### src/rtl/colour_seq_pkg.sv
// Shared types and colour-code constants for the colour sequencer.
// COLOUR_SEQ_SKIP_BLACK_WHITE_EN restricts the running sequence to codes 1..6.
package colour_seq_pkg;

    typedef enum logic [1:0] {
        IDLE  = 2'd0,
        RUN   = 2'd1,
        PAUSE = 2'd2
    } state_t;

    localparam int unsigned COLOUR_W = 3;

    localparam logic [COLOUR_W-1:0] COLOUR_IDLE       = 3'd0;
    localparam logic [COLOUR_W-1:0] COLOUR_FIRST_FULL = 3'd0;
    localparam logic [COLOUR_W-1:0] COLOUR_LAST_FULL  = 3'd7;
    localparam logic [COLOUR_W-1:0] COLOUR_FIRST_SKIP = 3'd1;
    localparam logic [COLOUR_W-1:0] COLOUR_LAST_SKIP  = 3'd6;

`ifdef COLOUR_SEQ_SKIP_BLACK_WHITE_EN
    localparam logic [COLOUR_W-1:0] COLOUR_FIRST = COLOUR_FIRST_SKIP;
    localparam logic [COLOUR_W-1:0] COLOUR_LAST  = COLOUR_LAST_SKIP;
`else
    localparam logic [COLOUR_W-1:0] COLOUR_FIRST = COLOUR_FIRST_FULL;
    localparam logic [COLOUR_W-1:0] COLOUR_LAST  = COLOUR_LAST_FULL;
`endif

    function automatic logic [COLOUR_W-1:0] next_colour(input logic [COLOUR_W-1:0] c);
        if (c == COLOUR_LAST) begin
            return COLOUR_FIRST;
        end
        return c + 3'd1;
    endfunction

endpackage

### src/rtl/colour_sequencer_dwell_timer.sv
// Dwell counter: counts 0..DWELL-1 while run is high, holds otherwise.
// expired flags the terminal count so the owner can advance on that edge.
module dwell_timer #(
    parameter int unsigned DWELL = 4
) (
    input  logic clk,
    input  logic rst,
    input  logic run,
    input  logic clear,
    output logic expired
);

    localparam int unsigned W = (DWELL > 1) ? $clog2(DWELL) : 1;
    localparam logic [W-1:0] LAST = W'(DWELL - 1);

    logic [W-1:0] cnt_q;
    logic [W-1:0] cnt_d;

    assign expired = run && (cnt_q == LAST);

    always_comb begin
        cnt_d = cnt_q;
        if (clear) begin
            cnt_d = '0;
        end else if (run) begin
            cnt_d = expired ? '0 : cnt_q + W'(1);
        end
    end

    always_ff @(posedge clk) begin
        if (rst) begin
            cnt_q <= '0;
        end else begin
            cnt_q <= cnt_d;
        end
    end

endmodule

### src/rtl/colour_sequencer.sv
// Colour sequencer: IDLE/RUN/PAUSE FSM stepping a 3-bit colour code, auto or manual.
// Define COLOUR_SEQ_SKIP_BLACK_WHITE_EN to cycle codes 1..6 instead of 0..7.
module colour_sequencer
    import colour_seq_pkg::*;
#(
    parameter int unsigned DWELL = 4
) (
    input  logic                clk,
    input  logic                rst,
    input  logic                start,
    input  logic                stop,
    input  logic                step_mode,
    input  logic                step,
    output logic [COLOUR_W-1:0] colour,
    output logic                enable,
    output logic                busy,
    output logic                wrap
);

    state_t                state_q, state_d;
    logic [COLOUR_W-1:0]   colour_q, colour_d;
    logic                  enable_q, enable_d;
    logic                  busy_q, busy_d;
    logic                  wrap_q, wrap_d;

    logic                  tmr_run;
    logic                  tmr_clear;
    logic                  tmr_expired;
    logic                  advance;
    logic [COLOUR_W-1:0]   colour_next;

    dwell_timer #(
        .DWELL (DWELL)
    ) u_dwell_timer (
        .clk     (clk),
        .rst     (rst),
        .run     (tmr_run),
        .clear   (tmr_clear),
        .expired (tmr_expired)
    );

    assign colour_next = next_colour(colour_q);

    // stop always takes priority over start, so both high behaves as stop.
    always_comb begin
        state_d   = state_q;
        colour_d  = colour_q;
        wrap_d    = 1'b0;
        advance   = 1'b0;
        tmr_run   = 1'b0;
        tmr_clear = 1'b0;

        case (state_q)
            IDLE: begin
                colour_d  = COLOUR_IDLE;
                tmr_clear = 1'b1;
                if (start && !stop) begin
                    state_d  = RUN;
                    colour_d = COLOUR_FIRST;
                end
            end
            RUN: begin
                if (stop) begin
                    state_d = PAUSE;
                end else if (step_mode) begin
                    advance = step;
                end else begin
                    tmr_run = 1'b1;
                    advance = tmr_expired;
                end
            end
            PAUSE: begin
                if (stop) begin
                    state_d   = IDLE;
                    colour_d  = COLOUR_IDLE;
                    tmr_clear = 1'b1;
                end else if (start) begin
                    state_d = RUN;
                end
            end
            default: begin
                state_d   = IDLE;
                colour_d  = COLOUR_IDLE;
                tmr_clear = 1'b1;
            end
        endcase

        if (advance) begin
            colour_d = colour_next;
            wrap_d   = (colour_next == COLOUR_FIRST);
        end

        enable_d = (state_d == RUN);
        busy_d   = (state_d != IDLE);
    end

    always_ff @(posedge clk) begin
        if (rst) begin
            state_q  <= IDLE;
            colour_q <= COLOUR_IDLE;
            enable_q <= 1'b0;
            busy_q   <= 1'b0;
            wrap_q   <= 1'b0;
        end else begin
            state_q  <= state_d;
            colour_q <= colour_d;
            enable_q <= enable_d;
            busy_q   <= busy_d;
            wrap_q   <= wrap_d;
        end
    end

    assign colour = colour_q;
    assign enable = enable_q;
    assign busy   = busy_q;
    assign wrap   = wrap_q;

endmodule

### config.mk
export PLATFORM = sky130hd
export DESIGN_NAME = colour_sequencer
export DESIGN_NICKNAME = d
export VERILOG_FILES = /design/src/rtl/colour_seq_pkg.sv /design/src/rtl/colour_sequencer_dwell_timer.sv /design/src/rtl/colour_sequencer.sv
export SDC_FILE = /design/constraint.sdc
export NUM_CORES = 1
export LEC_CHECK = 0
export ABC_AREA = 1
export CAP_MARGIN = 20
export CORE_AREA = 10 10 47 49
export CTS_CLUSTER_DIAMETER = 120
export DETAILED_ROUTE_END_ITERATION = 6
export DIE_AREA = 0 0 57 59
export PLACE_DENSITY_LB_ADDON = 0.08
export SYNTH_ARGS = -nofsm -noshare
export SYNTH_HDL_FRONTEND = slang
export SYNTH_SLANG_ARGS = --single-unit
### constraint.sdc
create_clock -name clk -period 1.3 [get_ports clk]
set_input_delay 0.39 -clock clk [delete_from_list [all_inputs] [get_ports clk]]
set_output_delay 0.39 -clock clk [all_outputs]
set_load 0.02 [all_outputs]
=== Yosys cells after proc, flatten, opt, wreduce, memory -nomap -nowiden ===
Cells that the tools add are included.

* Bits in registers: 10
* Latch bits: 0
* Memory bits (writable): 0
* Memory bits (read-only): 0
* Bits of input ports: 6
* Output and inout bits: 6
* Word-level logic and storage cells: 45
* Memories: 0

* Add/subtract/negate cells: 2
* Multiply operators: 0
* Divide/modulo/power cells: 0
* Magnitude comparators: 0
* Eq/ne operators: 7
* Shifts and indexed selects: 0
* Multiplexer cells: 20
* Bitwise gates (word level): 1
* Reductions and logical operators: 9

{| class="wikitable"
|+ Operators by type and width
! kind !! count
|-
| $mux 3 || 4
|-
| $mux 2 || 5
|-
| $mux 1 || 8
|-
| $pmux 2 s3 || 1
|-
| $pmux 3 s2 || 1
|-
| $eq 2x1->1 const B || 2
|-
| $eq 2x2->1 const B || 2
|-
| $reduce_or 2->1 || 2
|-
| $add 3x1->3 const B || 1
|-
| $eq 3x3->1 const B || 1
|-
| $logic_not 3->1 || 1
|-
| $ne 3x3->1 const B || 1
|-
| $add 2x1->2 const B || 1
|-
| $logic_and 1x1->1 || 2
|-
| $logic_not 2->1 || 1
|-
| $ne 2x2->1 const B || 1
|-
| $pmux 1 s2 || 1
|-
| $reduce_and 2->1 || 1
|-
| $reduce_bool 2->1 || 1
|-
| $logic_not 1->1 || 1
|-
| $not 1->1 || 1
|}

=== Depth between registers and ports, before layout ===
Gate-level depths: netlist (run 1).

* Depth in word-level cells: 9
* Gate-level depth with buffers: 7

=== Modules after synthesis ===
Synthesis (run 1) repeated with hierarchy kept, for this count alone.

* Cells, all modules: 65
* Area total of the unflattened synthesis: 501.7 sq um

{| class="wikitable"
|+ Modules (own cells, without submodules)
! module !! times used !! cells each !! area each (sq um)
|-
| colour_sequencer || 1 || 49 || 396.6
|-
| dwell_timer || 1 || 16 || 105.1
|}

=== Worst setup path before layout (run 1) ===
No wires, ideal clock.

* Path kind: register to register
* Start: register colour_q[0] (netlist: colour[0])
* End: register wrap_q (netlist: wrap)
* Library setup time: 0.073 ns
* Data arrival time: 1.142 ns
* Data required time: 1.227 ns
* Setup slack: 0.085 ns
* Stages on the path, launching flop included: 7
* Clock period less this slack: 1.215 ns
* Path through: dfxtp_1 -> ha_1 -> ha_1 -> inv_1 -> nand2_1 -> o21ai_0 -> nor3_2

* Longest elaborated chain between the ends: 4
* Elaborated cells on any way between the ends: 5
* Classes of those cells: add/sub: 1; eq/ne: 1; mux: 2; reduce/logical: 1

{| class="wikitable"
|+ RTL lines
! item !! line !! text
|-
| start, declared || colour_sequencer.sv:21 || <nowiki>logic [COLOUR_W-1:0] colour_q, colour_d;</nowiki>
|-
| start signal, assigned || colour_sequencer.sv:106 || <nowiki>colour_q <= colour_d;</nowiki>
|-
| parallel branches: the longest is 2 deep, another holds $add 3x1->3 || - ||
|-
| $mux 3 * || colour_seq_pkg.sv:31 || <nowiki>return c + 3'd1;</nowiki>
|-
| $logic_not 3->1 * || colour_sequencer.sv:90 || <nowiki>wrap_d = (colour_next == COLOUR_FIRST);</nowiki>
|-
| end signal, assigned || colour_sequencer.sv:109 || <nowiki>wrap_q <= wrap_d;</nowiki>
|-
| end, declared || colour_sequencer.sv:24 || <nowiki>logic wrap_q, wrap_d;</nowiki>
|}

Mark *: on every way between the ends.
A chain may end at the register's enable or synchronous reset.

=== Worst setup path in the final report (run 1) ===
* Start: input port step
* End: register colour_q[1] (netlist: colour[1])

* Longest elaborated chain between the ends: 5
* Elaborated cells on any way between the ends: 7
* Classes of those cells: eq/ne: 2; mux: 4; reduce/logical: 1

{| class="wikitable"
|+ RTL lines
! item !! line !! text
|-
| start, declared || colour_sequencer.sv:13 || <nowiki>input logic step,</nowiki>
|-
| $mux 1 * || colour_sequencer.sv:65 || <nowiki>end else if (step_mode) begin</nowiki>
|-
| $mux 1 * || colour_sequencer.sv:63 || <nowiki>if (stop) begin</nowiki>
|-
| $mux 1 * || colour_sequencer.sv:53 || <nowiki>case (state_q)</nowiki>
|-
| $ne 3x3->1 (no source line) / $ne 2x2->1 (equally long branches) || - ||
|-
| $reduce_and 2->1 (no source line) || - ||
|}

Every way passes the cells marked *; elsewhere a longest branch is shown, timed or not.

==> results of run 1 <==
[kinds of logic (layout without fill, tap and decap cells)]
family	Yosys count	after routing	share of synthesized area, %
AOI/OAI and AO/OA	8	8	8.442
adders and majority gates	3	3	7.916
buffers and inverters	9	29	7.124
DFF	10	10	42.22
and+or+nand+nor	33	33	34.30
[sequential cells by signal (all words and copies together) (netlist names)]
name	cells
busy	1
colour	3
wrap	1
u_dwell_timer.cnt_q	2
state_q	2
enable	1
[layout make-up]
type / count / area [um2] / share of cell area (%)
Tap cell: 16 / 20.02 / 2.857
Multi-Input combinational cell: 44 / 280.3 / 40.00
Timing Repair Buffer: 17 / 132.6 / 18.93
Inverter: 8 / 30.03 / 4.286
Sequential cell: 10 / 201.4 / 28.75
Clock buffer: 4 / 36.28 / 5.179
[cells in the final DEF, fill, tap and decap left out, types with 2 or more instances in the layout]
| cell | count |
|---|---|
| sky130_fd_sc_hd__nand2_1 | 11 |
| sky130_fd_sc_hd__dfxtp_1 | 9 |
| sky130_fd_sc_hd__inv_1 | 7 |
| sky130_fd_sc_hd__nor2_1 | 6 |
| sky130_fd_sc_hd__buf_4 | 6 |
| sky130_fd_sc_hd__a21oi_1 | 5 |
| sky130_fd_sc_hd__nand4_1 | 4 |
| sky130_fd_sc_hd__nor2_2 | 3 |
| sky130_fd_sc_hd__nand3_2 | 3 |
| sky130_fd_sc_hd__nand3_1 | 3 |
| sky130_fd_sc_hd__clkbuf_4 | 3 |
| sky130_fd_sc_hd__clkdlybuf4s50_1 | 3 |
| sky130_fd_sc_hd__clkbuf_2 | 3 |
| sky130_fd_sc_hd__a21oi_2 | 2 |
| sky130_fd_sc_hd__buf_2 | 2 |
[power by group]
group / switching [uW] / internal, uW
clock network: 113 / 170
logic: 44.2 / 31.4
registers: 2.26 / 312
[metrics by stage]
step           area (um2)  worst slack [ps]
3_5_place_dp        645.6            -327.4
4_1_cts             691.9             4.553
2_1_floorplan       474.2             85.14
5_1_grt             700.7            -48.41
3_3_place_gp        645.6            -319.2
6_report            700.7             8.371
[per-layer routing]
layer | track usage (%) | part of all wire (%) | up-vias
met5 | 0 | 0 | -
met4 | 2.013 | 2.0 | 0
met3 | 6.223 | 9.7 | 4
met2 | 11.32 | 47 | 15
met1 | 7.314 | 41 | 224
li1 | - | - | 250
[worst paths after layout]
check                         startpoint                      to  cells after the start
setup / recovery                    step               colour[1]                      6
hold / removal    u_dwell_timer.cnt_q[1]  u_dwell_timer.cnt_q[1]                      2
setup reg to reg               colour[0]               colour[1]                      8
hold reg to reg   u_dwell_timer.cnt_q[1]  u_dwell_timer.cnt_q[1]                      2
[worst reg2reg max path: cells and delay by family, from the launching register on]
family                     cells  cell delay (ps)
adders and majority gates      2              370
DFF                            1              320
and+or+nand+nor                2              150
buffers and inverters          3              240
AOI/OAI and AO/OA              1              130
[what timing repair did]
| action | 4_1_cts | 5_1_grt |
|---|---|---|
| pin swaps | 2 | 8 |
| hold buffers | 0 | 0 |
| gates resized for setup | 19 | 15 |
| setup endpoints to repair | 9 | 9 |
==> results.yml, run 1 <==
run_status:
  run_status: "finished clean"
global_routing:
  via_count_of_the_first_global_routing_pass: 480
  global_route_total_overflow: 0
  grt_start_max_net_pins: 9
  track_usage_pct: 7.329
  wire_length_of_the_first_global_routing_pass_mm: 1.966
  initial_antenna_violation_count: 0
detailed_routing:
  total_wirelength_of_the_detailed_routed_design_mm: 1.239
  initialDrtViolationCount: 11
  drt-pass1-iter-count: 4
  antenna_violating_nets_post_route: 0
  routedWlPerCell_um: 12.52
  vias: 493
  number_of_remaining_drc_errors: 0
  avgViaCountPerCell: 4.980
critical_path:
  cp_slowest_stage_delay_ps: 460
  end_kind: "flip-flop"
  worst-endpoint-arrival_ps: 1450
  crit_family: "simple AND/OR/NAND/NOR gates"
  timing.critical_path.required_ps: 1460
  critPathMaxFanout: 5
  crit_slowest_cell: "sky130_fd_sc_hd__clkdlybuf4s50_1"
  setup.worst_path.start_class: "primary input"
  path_buf_inv: 1
  crit_type: "in2reg"
  worstPathCellList: "clkdlybuf4s50_1 > nor2_1 > nor2_2 > nand3_2 > nand3_1 > a21oi_2"
  timing.reg2reg.setup_slack_ps: 30
logic_synthesis:
  synth.top_cells.by_count: "11 x sky130_fd_sc_hd__nand2_1, 10 x sky130_fd_sc_hd__dfxtp_1, 9 x sky130_fd_sc_hd__nor2_1"
  syn_area_per_cell_um2: 7.527
  netlist_cell_types: 15
  post-synth-top-count-cell: "sky130_fd_sc_hd__nand2_1"
  yosysTopAreaCellShare_pct: 42.22
  yosys.area.top_type: "sky130_fd_sc_hd__dfxtp_1"
  synth-edff-count: 0
  synth_top_flop_cell: "sky130_fd_sc_hd__dfxtp_1"
  syn-num-nets: 72
  ys_top_cells_by_area: "sky130_fd_sc_hd__dfxtp_1 42%, sky130_fd_sc_hd__nand2_1 8.7%, sky130_fd_sc_hd__ha_1 7.9%"
  synthCells: 63
  synth_async_sr_flop_share_pct: 0
  synth_warnings: 0
  ys_ff_latch: 10
  post_synth_instance_area_um2: 474.2
  yosysSeqAreaShare_pct: 42.22
final_layout:
  nFillCells: 144
  layout-area-overhead-vs-synth_pct: 47.76
  insertedDiodeCount: 0
  num-nets-final: 93
  finalCoreUtilization_pct: 50.00
  post_route_cells_drive_above_1_share_pct: 37.35
  layoutNonFillerInstCount: 99
clocking:
  tritoncts_num_sinks: 10
  clock_insertion_delay_worst_skew_ps: 270
  post_cts.repair.setup_buffers: 0
  cts_max_path_buffers: 2
  tritoncts_clock_tree: "done"
  h_tree_level_count: 1
  root_buffer: "sky130_fd_sc_hd__clkbuf_4"
  clk_transition_reported_paths_ps: 70
  cts_inserted_buffers: 3
sta:
  timing.final.hold_violations: 0
  number_of_endpoints_failing_setup_at_the_final_stage: 0
  finalHoldWorstSlack_ps: 474.7
  peak_clock_frequency_supported_by_timing_mhz: 774.2
  slew_headroom_pct: 84.03
  timing.final.crit_share_pct: 99.36
  worst_pin_slew_ps: 239.3
  timing_max_transition_violations_final: 0
  rsz0062_at_grt: "yes"
  final_period_minus_worst_setup_slack_ps: 1292
  setup-tns-final_ps: 0
  fin_worst_skew_ps: 5.782
floorplan:
  core_area_um2: 1401
  start_util_pct: 33.84
  fp.dieArea_um2: 3363
  placementRows: 14
  ios: 12
  die-height_um: 59
  die-width_um: 57
placed_design:
  io_buffers: 11
  gp_congestion: 0.7391
  detailedPlacementHpwl_um: 889
  dp.cells: 95
min_path:
  timing.hold.worst.class: "reg2reg"
flow_run:
  maxCapViolCount: 0
power:
  power_density_nw_per_um2: 960.8
  totalPowerFinal_uw: 673.2
  worst_case_vdd_ir_drop_mv: 0.7217
  cellLeakagePower_uw: 0.0003166
(Power assumes the default switching activity.)
==> inputs of run 2 (changes only) <==
--- a/config.mk
+++ b/config.mk
@@ -7,10 +7,10 @@
 export LEC_CHECK = 0
 export ABC_AREA = 1
 export CAP_MARGIN = 20
-export CORE_AREA = 10 10 47 49
+export CORE_MARGIN = 10
+export CORE_UTILIZATION = 35
 export CTS_CLUSTER_DIAMETER = 120
 export DETAILED_ROUTE_END_ITERATION = 6
-export DIE_AREA = 0 0 57 59
 export PLACE_DENSITY_LB_ADDON = 0.08
 export SYNTH_ARGS = -nofsm -noshare
 export SYNTH_HDL_FRONTEND = slang
==> results.yml, run 2 (synthesized netlist as in run 1, its figures left out) <==
run_status:
  run_status: "finished clean"
global_routing:
  via_count_of_the_first_global_routing_pass: 463
  grt_start_max_net_pins: 9
  initial_antenna_violation_count: 0
  wire_length_of_the_first_global_routing_pass_mm: 1.952
  global_route_total_overflow: 0
  track_usage_pct: 7.658
sta:
  number_of_endpoints_failing_setup_at_the_final_stage: 0
  timing.final.hold_violations: 0
  worst_pin_slew_ps: 229.8
  peak_clock_frequency_supported_by_timing_mhz: 784.3
  finalHoldWorstSlack_ps: 473.8
  slew_headroom_pct: 84.66
  worst_slack_ps: 24.95
  fin_worst_skew_ps: 4.679
  timing.final.crit_share_pct: 98.08
  timing_max_transition_violations_final: 0
  final_period_minus_worst_setup_slack_ps: 1275
  setup-tns-final_ps: 0
clocking:
  clk_transition_reported_paths_ps: 70
  h_tree_level_count: 1
  cts_max_path_buffers: 2
  tritoncts_num_sinks: 10
  clock_insertion_delay_worst_skew_ps: 280
  tritoncts_clock_tree: "done"
  cts_inserted_buffers: 3
  root_buffer: "sky130_fd_sc_hd__clkbuf_4"
  post_cts.repair.setup_buffers: 0
  cts_hold_repair.buffers: 0
critical_path:
  critical_path.reg2reg.endpoint: "colour[1]"
  timing.reg2reg.setup_slack_ps: 80
  setup.worst_path.start_class: "flip-flop"
  worst-endpoint-arrival_ps: 890
  r2r_cells: 8
  timing.rr.start: "colour[1]"
  critPathMaxFanout: 1
  crit_type: "reg2out"
  path_buf_inv: 1
  crit_family: "flip-flops"
  timing.critical_path.required_ps: 910
  worstPathCellList: "clkdlybuf4s15_1"
  end_kind: "primary output"
  crit_slowest_cell: "sky130_fd_sc_hd__dfxtp_1"
  cp_slowest_stage_delay_ps: 310
flow_run:
  maxCapViolCount: 0
detailed_routing:
  vias: 480
  antenna_violating_nets_post_route: 0
  total_wirelength_of_the_detailed_routed_design_mm: 1.202
  routedWlPerCell_um: 12.27
  number_of_remaining_drc_errors: 0
  initialDrtViolationCount: 11
  avgViaCountPerCell: 4.898
  drt-pass1-iter-count: 4
final_layout:
  leading_cell_type_in_the_layout_fill_and_taps_excluded: "sky130_fd_sc_hd__nand2_1"
  layout-area-overhead-vs-synth_pct: 53.03
  nFillCells: 131
  layout.cells.most_common_list: "11 x sky130_fd_sc_hd__nand2_1, 9 x sky130_fd_sc_hd__dfxtp_1, 7 x sky130_fd_sc_hd__inv_1, 7 x sky130_fd_sc_hd__nor2_1"
  largest_register_ff_count: 3
  insertedDiodeCount: 0
  layout.cell_area.non_filler_um2: 725.7
  multiInputGateArea_um2: 287.8
  num-nets-final: 93
  ff_latch_area_um2: 201.4
  post_route_cells_drive_above_1_share_pct: 34.94
  finalCoreUtilization_pct: 56.48
floorplan:
  ios: 12
  die-width_um: 56.81
  start_util_pct: 36.90
  die-height_um: 56.81
  fp.dieArea_um2: 3227
  placementRows: 13
  core_area_um2: 1285
power:
  power_density_nw_per_um2: 946.2
  cellLeakagePower_uw: 0.0003224
  worst_case_vdd_ir_drop_mv: 0.6679
placed_design:
  io_buffers: 11
  detailedPlace.worstSlack_ps: -314.7
  gp_congestion: 0.7573
  post_dp_cell_area_um2: 644.4
  detailedPlacementHpwl_um: 875.4
min_path:
  timing.hold.worst.class: "reg2reg"
  worst_hold_startpoint: "u_dwell_timer.cnt_q[1]"
  min_delay_worst_endpoint: "u_dwell_timer.cnt_q[1]"
  holdPathStages: 2
[run 2: cell types whose count changed in the layout (fill, tap and decap cells not counted), sizes merged]
cell,previous run,this run
clkdlybuf4s15,1,3
buf,8,7
clkbuf,7,6
dlygate4sd2,1,0
dlymetal6s2s,1,2
[run 2: timing repair]
action	CTS	global route
resized for setup	18	14
pin swaps	2	7
endpoints found under the setup margin	9	12
[run 2: worst max path at each step]
stage                    from        end  slack, ps  depth (start not counted)
floorplan           colour[0]       wrap         90                          6
CTS                 colour[0]  colour[2]          4                          5
detailed placement  step_mode  colour[0]       -310                          7
global placement    step_mode  colour[1]       -300                          7
finish                   wrap       wrap         20                          1
global route             step  colour[1]         -8                          6
[run 2: per-layer routing]
metal | wire length, um | global-route usage, %
met1 | 489 | 7.664
met5 | 0 | 0
met4 | 40 | 6.040
met2 | 579 | 11.91
met3 | 93 | 3.596
[run 2: where the power goes]
part | switching [uW] | total, uW | internal, uW
Sequential | 2.35 | 315 | 312
Combinational | 44.0 | 76.4 | 32.4
Clock | 125 | 296 | 171
[run 2: cell type report]
type	count	share of cell area (%)
clock buffer	4	5.000
inverter	8	4.138
multi-input combinational	44	39.66
sequential	10	27.76
tap	15	2.586
timing repair buffer	17	20.86
[run 2: per-stage QoR]
stage	power, uW	instances
after floorplan	359.4	63
final	686.6	98
after global routing	711.3	98
after detailed placement	397.1	94
after CTS	692.1	98
after global placement	396.8	94
==> inputs of run 3 (changes only) <==
==> constraint.sdc (replaced) <==
create_clock -name clk -period 1.6 [get_ports clk]
set_input_delay 0.48 -clock clk [delete_from_list [all_inputs] [get_ports clk]]
set_output_delay 0.48 -clock clk [all_outputs]
set_load 0.02 [all_outputs]
==> results.yml, run 3 (synthesized netlist as in run 1, its figures left out) <==
critical_path:
  setup.worst_path.end: "colour[0]"
  timing.reg2reg.setup_slack_ps: 360
  path_buf_inv: 1
  critical_path.reg2reg.endpoint: "colour[1]"
  critPathLaunch: "colour[0]"
  worstPathCellList: "dlygate4sd2_1"
  end_kind: "primary output"
  critPathMaxFanout: 5
  setup.worst_path.start_class: "flip-flop"
  timing.critical_path.required_ps: 1120
  worst-endpoint-arrival_ps: 1020
  crit_slowest_cell: "sky130_fd_sc_hd__dfxtp_1"
  timing.rr.start: "colour[0]"
  crit_family: "flip-flops"
  crit_cells: 1
  cp_slowest_stage_delay_ps: 390
  r2r_cells: 7
  crit_type: "reg2out"
run_status:
  run_status: "finished clean"
detailed_routing:
  initialDrtViolationCount: 3
  antenna_violating_nets_post_route: 0
  avgViaCountPerCell: 4.726
  total_wirelength_of_the_detailed_routed_design_mm: 1.032
  routedWlPerCell_um: 10.86
  vias: 449
  number_of_remaining_drc_errors: 0
  drt-pass1-iter-count: 4
final_layout:
  layout-area-overhead-vs-synth_pct: 37.20
  multiInputGateArea_um2: 240.2
  layout.cell_area.non_filler_um2: 650.6
  post_route_cells_drive_above_1_share_pct: 15.00
  layout.cells.most_common_list: "11 x sky130_fd_sc_hd__nand2_1, 10 x sky130_fd_sc_hd__dfxtp_1, 9 x sky130_fd_sc_hd__nor2_1, 7 x sky130_fd_sc_hd__inv_1, 7 x sky130_fd_sc_hd__a21oi_1"
  nFillCells: 131
  layoutNonFillerInstCount: 95
  leading_cell_type_in_the_layout_fill_and_taps_excluded: "sky130_fd_sc_hd__nand2_1"
  largest_register_ff_count: 3
  num-nets-final: 90
  ff_latch_area_um2: 200.2
  insertedDiodeCount: 0
floorplan:
  start_util_pct: 36.90
  die-width_um: 56.81
  fp.dieArea_um2: 3227
  core_area_um2: 1285
  die-height_um: 56.81
  ios: 12
  placementRows: 13
power:
  logic_pwr_share_pct: 10.5
  cellLeakagePower_uw: 0.0003118
  netSwitchingPower_uw: 133.5
  power.share.switching_pct: 24.19
  power.share.sequential_pct: 46.3
  intPower_uw: 418.4
  power.share.clock_pct: 43.2
  power_density_nw_per_um2: 848.2
  worst_case_vdd_ir_drop_mv: 0.3764
  totalPowerFinal_uw: 551.9
sta:
  timing_max_transition_violations_final: 0
  number_of_endpoints_failing_setup_at_the_final_stage: 0
  peak_clock_frequency_supported_by_timing_mhz: 668.4
  timing.final.hold_violations: 0
  rsz0062_at_grt: "no"
  setup-tns-final_ps: 0
  timing.final.crit_share_pct: 93.51
  fin_worst_skew_ps: 2.424
  finalHoldWorstSlack_ps: 473.0
  slew_headroom_pct: 80.35
  final_period_minus_worst_setup_slack_ps: 1496
  worst_pin_slew_ps: 293.7
clocking:
  tritoncts_clock_tree: "done"
  clk_transition_reported_paths_ps: 70
  h_tree_level_count: 1
  clock_insertion_delay_worst_skew_ps: 270
  root_buffer: "sky130_fd_sc_hd__clkbuf_4"
  cts_max_path_buffers: 2
  tritoncts_num_sinks: 10
  cts_inserted_buffers: 3
global_routing:
  via_count_of_the_first_global_routing_pass: 435
  wire_length_of_the_first_global_routing_pass_mm: 1.752
  track_usage_pct: 6.892
  grt_start_max_net_pins: 9
  initial_antenna_violation_count: 0
  global_route_total_overflow: 0
placed_design:
  post_dp_cell_area_um2: 621.8
  dp.cells: 91
  detailedPlacementHpwl_um: 835.9
  io_buffers: 11
  gp_congestion: 0.7356
min_path:
  timing.hold.worst.class: "reg2reg"
  worst_hold_startpoint: "u_dwell_timer.cnt_q[1]"
flow_run:
  maxCapViolCount: 0
-- run 3: repair_timing --
action / 4_1_cts / 5_1_grt
hold buffers: 0 / 0
buffers inserted: 0 / 0
resized for setup: 6 / 0
endpoints found under the setup margin: 6 / 0
-- run 3: area by class of cell --
| cell class | count | share of cell area [%] |
|---|---|---|
| repair buffers | 14 | 19.23 |
| inverters | 8 | 4.615 |
| multi-input cells | 44 | 36.92 |
| clock buffers | 4 | 5.577 |
| flip-flops and latches | 10 | 30.77 |
| well taps | 15 | 2.885 |
-- run 3: how the worst min path moves through the flow --
stage,end,slack [ps],cells past startpoint
floorplan,u_dwell_timer.cnt_q[1],450,2
global placement,u_dwell_timer.cnt_q[1],460,2
detailed placement,u_dwell_timer.cnt_q[1],470,2
CTS,u_dwell_timer.cnt_q[1],480,2
global route,u_dwell_timer.cnt_q[1],500,2
finish,u_dwell_timer.cnt_q[1],470,2
-- run 3: metrics by stage --
stage | utilization, % | worst slack, ps
floorplan | - | 385.1
global placement | 48.39 | -91.77
detailed placement | 48.39 | -106.2
CTS | 50.63 | 83.09
global route | 50.63 | 32.73
finish | 50.63 | 103.9
-- run 3: layer usage --
metal	track usage, %	vias to the layer above	wire, um
met4	6.040	0	21
met1	6.897	195	447
met2	10.34	8	476
met5	0	-	0
li1	-	242	-
met3	3.371	4	87
-- run 3: power by group through the flow --
stage	registers (uW)	logic, uW	clock network, uW
2_1_floorplan	266	26.4	0
6_report	256	57.9	238
4_1_cts	256	58.8	251
5_1_grt	256	65.3	253
3_5_place_dp	262	60.5	0
3_3_place_gp	262	60.5	0
